<file path="config.mk">
export PLATFORM = sky130hd
export DESIGN_NAME = osd_text_writer
export DESIGN_NICKNAME = d
export VERILOG_FILES = /design/src/rtl/osd_text_writer.sv
export SDC_FILE = /design/constraint.sdc
export NUM_CORES = 1
export LEC_CHECK = 0
export CAP_MARGIN = 10
export CORE_UTILIZATION = 40
export CTS_BUF_LIST = sky130_fd_sc_hd__clkbuf_8
export CTS_CLUSTER_DIAMETER = 150
export DETAILED_ROUTE_END_ITERATION = 16
export PLACE_DENSITY_LB_ADDON = 0.12
export SLEW_MARGIN = 15
export SYNTH_ARGS = -nofsm -noshare
export SYNTH_HDL_FRONTEND = slang
export SYNTH_SLANG_ARGS = --single-unit
export TNS_END_PERCENT = 5
</file>
<file path="constraint.sdc">
create_clock -name clk -period 4.7 [get_ports clk]
set_clock_uncertainty 0.1 [all_clocks]
set_input_delay 0.47 -clock clk [delete_from_list [all_inputs] [get_ports clk]]
set_output_delay 0.47 -clock clk [all_outputs]
set_load 0.05 [all_outputs]
</file>
<file path="src/rtl/osd_text_writer.sv">
// Byte-stream writer for the 32x16 OSD text RAM: decodes CR/LF/BS/FF, tracks cursor and scroll.
// Optional macro OSD_TEXT_WRITER_WRAP_EN: printable at col 31 wraps to the next line.
module osd_text_writer #(
  parameter logic [19:0] TEXT_BASE = 20'h01000,
  parameter logic [7:0]  FILL_CHAR = 8'h20
) (
  input  logic        clk,
  input  logic        reset,
  input  logic [7:0]  in_data,
  input  logic        in_valid,
  output logic        in_ready,
  output logic        wr_ena,
  output logic [19:0] wr_addr,
  output logic [7:0]  wr_data,
  output logic [4:0]  cursor_col,
  output logic [3:0]  cursor_row,
  output logic [3:0]  scroll_row,
  output logic        busy
);

  localparam int unsigned CNT_W = 9;

  typedef enum logic [1:0] {
    IDLE      = 2'd0,
    CLEAR_ROW = 2'd1,
    CLEAR_ALL = 2'd2
  } state_t;

  state_t             state_q, state_d;
  logic [CNT_W-1:0]   cnt_q, cnt_d;
  logic [3:0]         clr_row_q, clr_row_d;
  logic [4:0]         col_q, col_d;
  logic [3:0]         row_q, row_d;
  logic [3:0]         scroll_q, scroll_d;
  logic               wr_ena_q, wr_ena_d;
  logic [19:0]        wr_addr_q, wr_addr_d;
  logic [7:0]         wr_data_q, wr_data_d;
  logic               in_ready_q, in_ready_d;
  logic               busy_q, busy_d;

  logic [3:0]         phys_row;
  logic               take;
  logic               do_lf;

  always_ff @(posedge clk or posedge reset) begin
    if (reset) begin
      state_q    <= CLEAR_ALL;
      cnt_q      <= '0;
      clr_row_q  <= '0;
      col_q      <= '0;
      row_q      <= '0;
      scroll_q   <= '0;
      wr_ena_q   <= 1'b0;
      wr_addr_q  <= '0;
      wr_data_q  <= '0;
      in_ready_q <= 1'b0;
      busy_q     <= 1'b1;
    end else begin
      state_q    <= state_d;
      cnt_q      <= cnt_d;
      clr_row_q  <= clr_row_d;
      col_q      <= col_d;
      row_q      <= row_d;
      scroll_q   <= scroll_d;
      wr_ena_q   <= wr_ena_d;
      wr_addr_q  <= wr_addr_d;
      wr_data_q  <= wr_data_d;
      in_ready_q <= in_ready_d;
      busy_q     <= busy_d;
    end
  end

  always_comb begin
    state_d   = state_q;
    cnt_d     = cnt_q;
    clr_row_d = clr_row_q;
    col_d     = col_q;
    row_d     = row_q;
    scroll_d  = scroll_q;
    wr_ena_d  = 1'b0;
    wr_addr_d = wr_addr_q;
    wr_data_d = wr_data_q;
    do_lf     = 1'b0;
    // 4-bit add gives the mod-16 physical row for free
    phys_row  = row_q + scroll_q;
    take      = in_valid && in_ready_q;

    case (state_q)
      IDLE: begin
        if (take) begin
          if (in_data >= 8'h20) begin
            wr_ena_d  = 1'b1;
            wr_addr_d = TEXT_BASE + 20'({phys_row, col_q});
            wr_data_d = in_data;
`ifdef OSD_TEXT_WRITER_WRAP_EN
            if (col_q == 5'd31) begin
              col_d = 5'd0;
              do_lf = 1'b1;
            end else begin
              col_d = col_q + 5'd1;
            end
`else
            if (col_q != 5'd31) col_d = col_q + 5'd1;
`endif
          end else begin
            case (in_data)
              8'h0D: col_d = 5'd0;
              8'h0A: do_lf = 1'b1;
              8'h08: if (col_q != 5'd0) col_d = col_q - 5'd1;
              8'h0C: begin
                col_d    = 5'd0;
                row_d    = 4'd0;
                scroll_d = 4'd0;
                cnt_d    = '0;
                state_d  = CLEAR_ALL;
              end
              default: ;
            endcase
          end
          // Bottom-row LF scrolls; the old top physical row becomes the new bottom
          if (do_lf) begin
            if (row_q != 4'd15) begin
              row_d = row_q + 4'd1;
            end else begin
              scroll_d  = scroll_q + 4'd1;
              clr_row_d = scroll_q;
              cnt_d     = '0;
              state_d   = CLEAR_ROW;
            end
          end
        end
      end
      CLEAR_ROW: begin
        wr_ena_d  = 1'b1;
        wr_addr_d = TEXT_BASE + 20'({clr_row_q, cnt_q[4:0]});
        wr_data_d = FILL_CHAR;
        cnt_d     = cnt_q + 9'd1;
        if (cnt_q[4:0] == 5'd31) state_d = IDLE;
      end
      CLEAR_ALL: begin
        wr_ena_d  = 1'b1;
        wr_addr_d = TEXT_BASE + 20'(cnt_q);
        wr_data_d = FILL_CHAR;
        cnt_d     = cnt_q + 9'd1;
        if (cnt_q == 9'd511) state_d = IDLE;
      end
      default: state_d = IDLE;
    endcase

    in_ready_d = (state_d == IDLE);
    busy_d     = (state_d != IDLE);
  end

  assign in_ready   = in_ready_q;
  assign busy       = busy_q;
  assign wr_ena     = wr_ena_q;
  assign wr_addr    = wr_addr_q;
  assign wr_data    = wr_data_q;
  assign cursor_col = col_q;
  assign cursor_row = row_q;
  assign scroll_row = scroll_q;

endmodule

</file>
==> impl_metrics.toml <==
[worst_setup_path]
r2r_setup_slack_ns = 1.99
cp.required_ns = 4.80
critPathMaxFanout = 20
critPathArrivalTime_ns = 2.81
r2r-start = "state_q[1]"
path_cells = "inv_1, ha_1, inv_1, o22ai_1, buf_4, mux2_2"
start_kind = "flip-flop"
r2r-end = "wr_addr[5]"
cpMaxStageDelayCell = "dfstp_2"
rr_worst_depth = 6
endpoint_kind = "flip-flop"
critPathKind = "reg -> reg"
crit_top_cell = "inv_1"
critPathMaxStageDelay_ns = 0.57

[synth]
synth_edf_count = 0
syn_inst = 305
yosysTopAreaCell = "dfrtp_1"
synthFlopType = "dfrtp_1"
yosys-top-cells-area = "dfrtp_1 (41%), ha_1 (7.0%), nand2_1 (4.8%)"
synth-seq-cells = 49
synthTopCellsByCount = "dfrtp_1 (47), nand2_1 (36), o21ai_0 (26)"
ys_types = 48
yosysSeqAreaShare_pct = 43.2
syn-cell-area_um2 = 2840
synth_top_cell_area_share_pct = 41.4
yosys.cell_count.top_type = "dfrtp_1"
synthArstFlopShare_pct = 100
syn_area_per_cell_um2 = 9.32
yosys_warnings = 0

[final_layout]
finalNetCount = 375
antennaDiodeCount = 0
drive_gt1_share_pct = 8.05
areaGrowthSynthToFinish_pct = 20.3

[routing]
postRouteAntennaNets = 0
wirelength_mm = 6.83
drt-vias-per-instance = 5.40
drc_errors = 0
drt_pre_antenna_iters = 4
vias = 2399
wl_per_cell_um = 15.4
drtIter0Drc = 133

[sta]
worstMarginPinSlew_ns = 0.851
hold_viol = 0
fmax_ghz = 0.369
slew_headroom_pct = 43.3
rsz0062_at_grt = "no"
slew_violations = 0
fin_crit_sh_pct = 57.7
setup_viol = 0
setup-tns-final_ns = 0
fin_crit_ns = 2.71

[clocking]
cts_tree = "yes"
cts.htree.levels = 2
cts_hold_buf = 0
clock_path_buffers = 2
cts_setup_buffers = 0
clockRootBuffer = "clkbuf_8"
ctsResizeCount = 0
cts.clk_slew.worst_paths_ns = 0.10
cts_buffers = 5
clkSinkCount = 49
insertion_delay_ns = 0.32

[floorplan]
start_util_pct = 41.6
io_pins = 55
die_h_um = 86.3
dieArea_um2 = 7450
core-area_um2 = 6830
num_rows = 30
die_w_um = 86.3

[place]
gp_congestion = 0.789
hpwl_mm = 4.98
port_buffers = 44

[power_and_ir_drop]
power.density_nw_per_um2 = 366
power.total_mw = 1.25
irDropWorstVdd_mv = 0.135
leakagePower_nw = 1.46

[global_route]
grt_overflow_total = 0
grt_pass1_wl_mm = 11.4
first_global_vias = 2284
track_usage_pct = 19.7
grt_antenna_before_repair = 0
grt_max_degree = 50

[min_path]
hold_end = "wr_data[1]"
hold_path.class = "reg -> reg"
whs_path_depth = 2
min_from = "wr_data[1]"

[run_status]
status = "finished, final reports clean"

[flow_run]
cap_violations = 0
cell type report:
type                            count  area (um2)
Clock inverter                      3        26.3
Timing Repair Buffer               45         448
Fill cell                         694        3410
Inverter                           14        53.8
Sequential cell                    49        1230
Tap cell                           96         120
Multi-Input combinational cell    232        1480
Clock buffer                        5        68.8
how the worst max path moves through the flow:
stage,endpoint,start,cells after the start
floorplan,cnt_q[1],cursor_row[1],6
finish,wr_addr[5],state_q[1],6
global placement,cnt_q[8],in_data[7],6
detailed placement,cnt_q[8],in_data[7],6
CTS,wr_addr[5],state_q[1],6
global route,wr_addr[8],state_q[1],8
report_power, final:
part / internal (mW) / total (mW) / switching [mW]
clock: 0.109 / 0.267 / 0.158
sequential: 0.470 / 0.537 / 0.0670
combinational: 0.153 / 0.448 / 0.295
critical path: cells and delay by family (launching register included):
kind | cells | cell delay (ns)
AO/OA/AOI/OAI | 1 | 0.26
adder cells (fa/ha/maj) | 1 | 0.57
buffers and inverters | 3 | 0.73
flip-flops | 1 | 0.57
multiplexers | 1 | 0.36
stage by stage:
step	instances	area, um2	worst slack [ns]	utilization (%)	hold WS (ns)
2_1_floorplan	314	2880	2.60	-	0.350
3_3_place_gp	436	3330	1.89	48.7	0.353
3_5_place_dp	436	3330	1.91	48.7	0.356
4_1_cts	444	3420	2.01	50.1	0.378
5_1_grt	444	3420	1.83	50.1	0.394
6_report	444	3420	1.99	50.1	0.369
sequential cells by signal, indices dropped and copies added (netlist names):
name and cells:
wr_addr 10, cnt_q 9, wr_data 8, cursor_col 5, clr_row_q 4, cursor_row 4
scroll_row 4, state_q 2, busy 1, in_ready 1, wr_ena 1
cells by family (layout without fill, tap and decap cells):
kind of cell | count (synthesis) | after routing | share of synthesized area (%)
compound gates | 88 | 88 | 20.5
xor+xnor | 3 | 3 | 0.924
fa+ha+maj | 17 | 17 | 7.74
buf+inv | 33 | 67 | 6.07
flops | 49 | 49 | 43.2
mux | 6 | 6 | 2.33
other cells | 1 | 10 | 0.132
simple gates | 108 | 108 | 19.1
metal layers:
metal  GRT usage [%]  wire length [um]  up-vias
met5               0                 0        -
met4            5.91                69        0
met3            2.76               300        6
met2            33.6              3260       71
met1            26.2              3200     1157
li1                -                 -     1165
placed cells by master (no fill, tap or decap), types with 3 or more instances in the layout:
master           instances
xnor2_1                  3
nand2_1                 36
o21ai_0                 26
o31ai_1                  3
or2_2                    3
nor2_1                  24
a21oi_1                 23
nand2b_1                 3
mux2_2                   5
clkdlybuf4s50_1         44
inv_1                   13
and3_1                   3
a32o_1                   4
clkbuf_8                 5
conb_1                  10
nor3_1                   8
o22ai_1                  4
dfrtp_1                 47
nand3_1                 16
ha_1                    16
a21o_1                   6
a22oi_1                  8
Note: power is estimated with default switching activity, not from simulation.
